File: config.mk
export PLATFORM = sky130hd
export DESIGN_NAME = ks12_pipelined_subtractor
export DESIGN_NICKNAME = d
export VERILOG_FILES = /design/src/rtl/ks12_pipelined_subtractor.sv
export SDC_FILE = /design/constraint.sdc
export NUM_CORES = 1
export LEC_CHECK = 0
export ABC_AREA = 0
export BUFFER_PORTS_ARGS = -buffer_cell sky130_fd_sc_hd__clkbuf_2
export CAP_MARGIN = 20
export CORE_UTILIZATION = 30
export CTS_CLUSTER_SIZE = 12
export DETAILED_ROUTE_END_ITERATION = 7
export GPL_TIMING_DRIVEN = 0
export PLACE_DENSITY_LB_ADDON = 0.08
export SLEW_MARGIN = 20
export SYNTH_ARGS = -nofsm -noshare
export SYNTH_HDL_FRONTEND = slang
export SYNTH_SLANG_ARGS = --single-unit
File: constraint.sdc
create_clock -name clk -period 6.4 [get_ports clk]
set_clock_uncertainty 0.2 [all_clocks]
set_input_delay 1.6 -clock clk [delete_from_list [all_inputs] [get_ports clk]]
set_output_delay 1.6 -clock clk [all_outputs]
set_load 0.01 [all_outputs]
File: src/rtl/ks12_pipelined_subtractor.sv
// 12-bit Kogge-Stone subtractor D = A - B, four registered stages under a valid/ready handshake.
// Define KS_SUB_OVF_EN to add the signed-overflow output Ovf and its sign-bit pipeline.
module ks12_pipelined_subtractor (
    input  logic        clk,
    input  logic        rst,
    input  logic        in_valid,
    output logic        in_ready,
    input  logic [11:0] A,
    input  logic [11:0] B,
    output logic        out_valid,
    input  logic        out_ready,
    output logic [11:0] D,
    output logic        Bo
`ifdef KS_SUB_OVF_EN
    ,
    output logic        Ovf
`endif
);

    logic v1_q, v2_q, v3_q, v4_q;
    logic v1_d, v2_d, v3_d, v4_d;
    logic adv1, adv2, adv3, adv4;
    logic inXfer;

    // S1: entry propagate/generate (B complemented)
    logic [11:0] p1_q, g1_q;
    logic [11:0] pEntry, gEntry;

    // S2: original propagate plus 13-bit group vectors after spans 1 and 2
    logic [11:0] p0s2_q;
    logic [12:0] g2_q, pp2_q;
    logic [12:0] g2_d, pp2_d;

    // S3: original propagate plus fully resolved group generates
    logic [11:0] p0s3_q;
    logic [12:0] g3_q;
    logic [12:0] g3_d;

    // S4: result registers driving the outputs
    logic [11:0] d4_q, d4_d;
    logic        bo4_q, bo4_d;

    // Handshake chain: a stage moves on when it holds data and its successor is free or moving.
    assign adv4     = v4_q & out_ready;
    assign adv3     = v3_q & (~v4_q | adv4);
    assign adv2     = v2_q & (~v3_q | adv3);
    assign adv1     = v1_q & (~v2_q | adv2);
    assign in_ready = ~v1_q | adv1;
    assign inXfer   = in_valid & in_ready;

    assign v1_d = inXfer ? 1'b1 : (adv1 ? 1'b0 : v1_q);
    assign v2_d = adv1   ? 1'b1 : (adv2 ? 1'b0 : v2_q);
    assign v3_d = adv2   ? 1'b1 : (adv3 ? 1'b0 : v3_q);
    assign v4_d = adv3   ? 1'b1 : (adv4 ? 1'b0 : v4_q);

    always_ff @(posedge clk or posedge rst) begin
        if (rst) begin
            v1_q <= 1'b0;
            v2_q <= 1'b0;
            v3_q <= 1'b0;
            v4_q <= 1'b0;
        end else begin
            v1_q <= v1_d;
            v2_q <= v2_d;
            v3_q <= v3_d;
            v4_q <= v4_d;
        end
    end

    assign pEntry = A ^ ~B;
    assign gEntry = A & ~B;

    // Bit 0 of the 13-bit vectors is position -1: the carry-in as a pure generate with zero propagate.
    always_comb begin
        logic [12:0] gx, px, gl1, pl1;
        gx    = {g1_q, 1'b1};
        px    = {p1_q, 1'b0};
        gl1   = gx | (px & (gx << 1));
        pl1   = px & (px << 1);
        g2_d  = gl1 | (pl1 & (gl1 << 2));
        pp2_d = pl1 & (pl1 << 2);
    end

    always_comb begin
        logic [12:0] gl3, pl3;
        gl3  = g2_q | (pp2_q & (g2_q << 4));
        pl3  = pp2_q & (pp2_q << 4);
        g3_d = gl3 | (pl3 & (gl3 << 8));
    end

    assign d4_d  = p0s3_q ^ g3_q[11:0];
    assign bo4_d = ~g3_q[12];

    always_ff @(posedge clk or posedge rst) begin
        if (rst) begin
            p1_q   <= '0;
            g1_q   <= '0;
            p0s2_q <= '0;
            g2_q   <= '0;
            pp2_q  <= '0;
            p0s3_q <= '0;
            g3_q   <= '0;
            d4_q   <= '0;
            bo4_q  <= 1'b0;
        end else begin
            if (inXfer) begin
                p1_q <= pEntry;
                g1_q <= gEntry;
            end
            if (adv1) begin
                p0s2_q <= p1_q;
                g2_q   <= g2_d;
                pp2_q  <= pp2_d;
            end
            if (adv2) begin
                p0s3_q <= p0s2_q;
                g3_q   <= g3_d;
            end
            if (adv3) begin
                d4_q  <= d4_d;
                bo4_q <= bo4_d;
            end
        end
    end

    assign out_valid = v4_q;
    assign D         = d4_q;
    assign Bo        = bo4_q;

`ifdef KS_SUB_OVF_EN
    logic a1_q, b1_q, a2_q, b2_q, a3_q, b3_q, ovf4_q;
    logic ovf4_d;

    assign ovf4_d = (a3_q ^ b3_q) & (d4_d[11] ^ a3_q);

    always_ff @(posedge clk or posedge rst) begin
        if (rst) begin
            a1_q   <= 1'b0;
            b1_q   <= 1'b0;
            a2_q   <= 1'b0;
            b2_q   <= 1'b0;
            a3_q   <= 1'b0;
            b3_q   <= 1'b0;
            ovf4_q <= 1'b0;
        end else begin
            if (inXfer) begin
                a1_q <= A[11];
                b1_q <= B[11];
            end
            if (adv1) begin
                a2_q <= a1_q;
                b2_q <= b1_q;
            end
            if (adv2) begin
                a3_q <= a2_q;
                b3_q <= b2_q;
            end
            if (adv3) begin
                ovf4_q <= ovf4_d;
            end
        end
    end

    assign Ovf = ovf4_q;
`endif

endmodule
==> flow_summary.ini, run 1 <==
[run_status]
status = finished, final reports clean

[sta]
finalCriticalPeriod_ns = 4.07
finalHoldViolCount = 0
finalMaxSlewViolations = 0
setup_ws_ns = 2.33
max_freq_mhz = 245
maxSlewHeadroom_pct = 70.0
period_share_pct = 63.7
fin_hold_ws_ns = 0.253
finalSetupViolCount = 0
worstMarginPinSlew_ns = 0.450
rsz0062_at_grt = false
setup_tns_ns = 0

[logic_synthesis]
syn-num-nets = 364
yosys-top-cells-area = dfrtp_1 (58%), mux2_2 (20%), ha_1 (3.5%)
ys_seq_elements = 100
ys_seq_area_share_pct = 57.8
avgSynthCellArea_um2 = 13.4
yosys_warnings = 0
synth.distinct_cells = 28
syn_area_mm2 = 0.00433
synth_top_area_share_pct = 57.8
synthCells = 324
yosys.area.top_type = dfrtp_1

[die]
die_h_um = 122
die_w_um = 122
num_io_pins = 43
initial_utilization_pct = 31.0
die_area_mm2 = 0.0149
rows = 43
coreArea_mm2 = 0.0140

[critical_path]
slowest_stage = and4b_1
cp.required_ns = 4.60
path_class = input pin to output pin
rr_worst_depth = 5
cpPeakStageDelay_ns = 0.33
cp-start-kind = input pin
crit_chain = clkbuf_2 > and4b_1 > nand2_1 > clkbuf_2
r2r-end = p1_q[0]
crit_path_frequent_cell = clkbuf_2
endpoint = in_ready
worst-path-max-fanout = 4
r2r_start = v2_q
worst_setup_path_end_kind = output pin
r2r_setup_slack_ns = 4.53
critPathArrivalTime_ns = 2.27
startpoint = out_ready

[cts]
worstSkewPairLatency_ns = 0.34
clock-sinks = 100
postCtsResizedCells = 0
hold_buffers = 0
clkTransAtPathRegs_ns = 0.07
cts_tree = built
cts_buffer_depth = 2
clockRootBuffer = clkbuf_16
h-tree-depth = 3
cts_buffers = 9
cts_setup_buffers = 0

[pwr]
p_switching_uw = 588
p_leak_nw = 2.31
p_per_area_mw_per_mm2 = 391
seq_power_share_pct = 49.8
ir_drop_mv = 0.126
switching_share_pct = 29.7
clock_power_share_pct = 25.8
p_int_mw = 1.39
p_total_mw = 1.98
p_comb_share_pct = 24.4

[finish]
seq_area_mm2 = 0.00250
antenna_cells = 0
drive_gt1_share_pct = 39.0
final_cells = 562
fin_util_pct = 36.2
final_cell_mix = dfrtp_1 (100), mux2_2 (78), clkbuf_2 (42)
syn_to_final_growth_pct = 17.0
final_nets = 418
multi_input_area_mm2 = 0.00169
layout_commonest_cell = dfrtp_1
final_cell_area_mm2 = 0.00507
n_fill_cell = 1428

[run]
max_cap_violations = 0

[placed_design]
place_ws_ns = 2.33
dp.cells = 547
place_hpwl_um = 6300
dpl_cell_area_mm2 = 0.00480
place_congestion = 0.692
port_buffers = 42

[route]
via_count = 2592
drcViolationCount = 0
wire_per_inst_um = 15.6
ant_nets = 0
drt_iter0_drc = 131
routed_via_density = 4.61
dr.pass1.iters = 4
wirelength_um = 8790

[min_path]
hp-class = flop to flop
hp-start = g3_q[12]

[grt]
antenna_found_initial = 0
grt_overflow = 0
grt_pass1_vias = 2718
grt_pass1_wl_um = 14900
grt_max_degree = 76
gr-usage-all-layers_pct = 13.4
## flip-flops by register name, indices dropped and copies added, names as in the netlist, 9 cells and up
name	cells
g2_q	13
p0s3_q	12
p0s2_q	12
p1_q	12
g1_q	12
g3_q	13
pp2_q	9
D	12
## critical path: cells and delay by family
kind / cells / cell delay, ns
buf+inv: 2 / 0.24
simple gates: 2 / 0.43
## routing by layer
| layer | wire (µm) | vias up | track usage, % |
|---|---|---|---|
| met4 | 182 | 0 | 6.40 |
| met5 | 0 | - | 0 |
| met2 | 3990 | 38 | 19.2 |
| met3 | 239 | 11 | 2.53 |
| met1 | 4380 | 1284 | 19.4 |
| li1 | - | 1259 | - |
## how the worst min path moves through the flow
stage | end | slack [ns] | cells past startpoint
final | Bo | 0.25 | 1
after global routing | Bo | 0.27 | 1
after detailed placement | Bo | 0.25 | 1
after global placement | Bo | 0.24 | 1
after CTS | Bo | 0.26 | 1
after floorplan | Bo | 0.22 | 1
## cells in the mapped netlist
master	number
nand4_1	3
mux2_2	78
buf_2	2
clkbuf_1	2
nand2_2	1
buf_6	4
xor2_1	12
o21ai_4	1
o31ai_1	6
dfrtp_1	100
ha_1	12
o21a_1	2
a211oi_1	1
nand2_1	13
o21bai_1	1
a21o_1	4
nor2_1	2
nand3b_2	1
nand4b_2	1
a21oi_1	25
o21ai_0	26
buf_4	3
inv_1	15
and2_4	1
and4b_1	1
mux2i_1	1
nand2b_1	5
a211o_1	1
## layout make-up
class / count / share of cell area, %
well taps: 180 / 4.44
repair buffers: 43 / 4.69
flip-flops and latches: 100 / 49.4
multi-input cells: 198 / 33.3
clock buffers: 13 / 5.13
clock inverters: 2 / 0.197
inverters: 15 / 1.21
plain buffers: 11 / 1.68
## cell families (layout without fill, tap and decap cells)
logic type,Yosys count,after routing,share of synthesized area (%)
flops,100,100,57.8
mux,79,79,20.5
compound gates,67,67,8.90
fa+ha+maj,12,12,3.47
simple gates,28,28,3.64
xor+xnor,12,12,2.43
buf+inv,26,84,3.26
## power by group through the flow
| stage | Clock (mW) | Combinational (mW) | Sequential (mW) |
|---|---|---|---|
| finish | 0.512 | 0.483 | 0.987 |
| detailed placement | 0 | 0.494 | 1.00 |
| global placement | 0 | 0.485 | 0.998 |
| global route | 0.554 | 0.545 | 1.02 |
| floorplan | 0 | 0.344 | 0.972 |
| CTS | 0.532 | 0.496 | 0.990 |
(Power assumes the default switching activity.)
==> run 2, diff against run 1 <==
==> constraint.sdc (replaced) <==
create_clock -name clk -period 3.55 [get_ports clk]
set_clock_uncertainty 0.2 [all_clocks]
set_input_delay 0.8875 -clock clk [delete_from_list [all_inputs] [get_ports clk]]
set_output_delay 0.8875 -clock clk [all_outputs]
set_load 0.01 [all_outputs]
==> run 2 against run 1 <==
Routed wire length increased by 1.8%. Register-to-register slack got worse by 2.8 ns. Sequential power rose by 80%. Sequential share of layout area decreased by 0.15 points. Via count increased by 0.58%. Total power increased by 79%. Flip-flop and latch count is the same. Worst setup slack worse by 1.4 ns. Final cell count decreased by 0.18%.
==> flow_summary.ini, run 2 (synthesis gave the netlist of run 1 again) <==
[route]
wirelength_um = 8960
drt_iter0_drc = 116
dr.pass1.iters = 4
via_count = 2607
drcViolationCount = 0
wire_per_inst_um = 16.0
ant_nets = 0
routed_via_density = 4.65

[critical_path]
cpPeakStageDelay_ns = 0.34
worst-path-max-fanout = 4
r2r_setup_slack_ns = 1.69
crit_family = simple AND/OR/NAND/NOR gates
worst_setup_path_end_kind = output pin
rr_worst_depth = 5
crit_buf_inv = 2
startpoint = out_ready
path_class = input pin to output pin
slowest_stage = and4b_1
r2r_start = v2_q
crit_chain = clkbuf_2 > and4b_1 > nand2_1 > clkbuf_2
cp-start-kind = input pin
crit_path_frequent_cell = clkbuf_2
r2r-end = g1_q[9]
cp.required_ns = 2.46
critPathArrivalTime_ns = 1.58

[cts]
hold_buffers = 0
cts_setup_buffers = 0
clock-sinks = 100
cts_tree = built
worstSkewPairLatency_ns = 0.34
cts_buffers = 9
h-tree-depth = 3
clkTransAtPathRegs_ns = 0.06
postCtsResizedCells = 0
cts_buffer_depth = 2
clockRootBuffer = clkbuf_16

[min_path]
hp-class = flop to flop
worst_hold_path.endpoint = Bo
hp-start = g3_q[12]
whs_path_depth = 1

[die]
die_w_um = 122
die_h_um = 122
die_area_mm2 = 0.0149
num_io_pins = 43
rows = 43
coreArea_mm2 = 0.0140
initial_utilization_pct = 31.0

[grt]
grt_util_met3_pct = 2.67
grt_overflow = 0
grt_use_met1_pct = 19.2
antenna_found_initial = 0
grt_max_degree = 31
gr-usage-all-layers_pct = 13.5
grt_pass1_wl_um = 14900
busiest_layer = met2
met2_usage_pct = 19.5
grt_pass1_vias = 2709

[sta]
maxSlewHeadroom_pct = 57.9
finalMaxSlewViolations = 0
worstMarginPinSlew_ns = 0.630
finalSetupViolCount = 0
finalCriticalPeriod_ns = 2.66
max_freq_mhz = 375
setup_tns_ns = 0
finalHoldViolCount = 0
period_share_pct = 75.0
rsz0062_at_grt = false

[finish]
final_nets = 420
fin_util_pct = 36.3
layout_commonest_cell = dfrtp_1
final_cell_mix = dfrtp_1 (100), mux2_2 (78), clkbuf_2 (42)
syn_to_final_growth_pct = 17.4
n_fill_cell = 1400
top_regs = g2_q x13, g3_q x13
drive_gt1_share_pct = 38.8
antenna_cells = 0

[pwr]
p_leak_nw = 2.31
p_total_mw = 3.54
ir_drop_mv = 0.228
p_per_area_mw_per_mm2 = 696

[placed_design]
port_buffers = 42
place_congestion = 0.699
place_hpwl_um = 6680

[run]
max_cap_violations = 0

[run_status]
status = finished, final reports clean
-- run 2: cell count changes in the layout (fill, tap and decap cells not counted) --
cell,previous run,this run
clkinv_2,2,0
inv_6,1,0
buf_12,0,2
clkinvlp_4,0,1
clkbuf_8,2,1
-- run 2: layout make-up --
cell class	count	area [µm²]	area share [%]
clock buffer	12	246	4.85
inverter	15	60.1	1.18
multi-input combinational	198	1690	33.2
timing repair buffer	45	278	5.46
tap	180	225	4.43
sequential	100	2500	49.2
buffer	11	85.1	1.67
-- run 2: worst max-delay path by stage --
stage / to / slack, ns / depth (start not counted)
final: in_ready / 0.89 / 4
after global routing: in_ready / 0.81 / 4
after CTS: in_ready / 0.89 / 4
after detailed placement: in_ready / 0.91 / 4
after global placement: D[9] / 0.44 / 2
after floorplan: in_ready / 1.22 / 2
-- run 2: power breakdown --
part           internal, mW  switching [mW]
Combinational         0.498           0.386
Sequential             1.51           0.266
Clock                 0.480           0.398
Total                  2.49            1.05
-- run 2: metal layers --
layer  share of wire, %  up-vias
met5                  0        -
met4                2.0        0
met3                2.2       12
met2                 45       31
met1                 51     1311
li1                   -     1253
-- run 2: worst register-to-register path, cell delays in order, from the launching register on --
cell and delay [ns]:
dfrtp_1 0.32, buf_4 0.16, nand4b_2 0.21, o21ai_4 0.32
buf_6 0.21, mux2_2 0.34
-- run 2: through the flow --
stage	cell area [µm²]	setup slack [ns]	hold slack, ns	cells
after floorplan	4330	1.22	0.224	324
after global placement	4770	0.443	0.243	546
after detailed placement	4840	0.906	0.254	549
after CTS	5080	0.894	0.265	561
after global routing	5080	0.815	0.273	561
final	5080	0.886	0.271	561
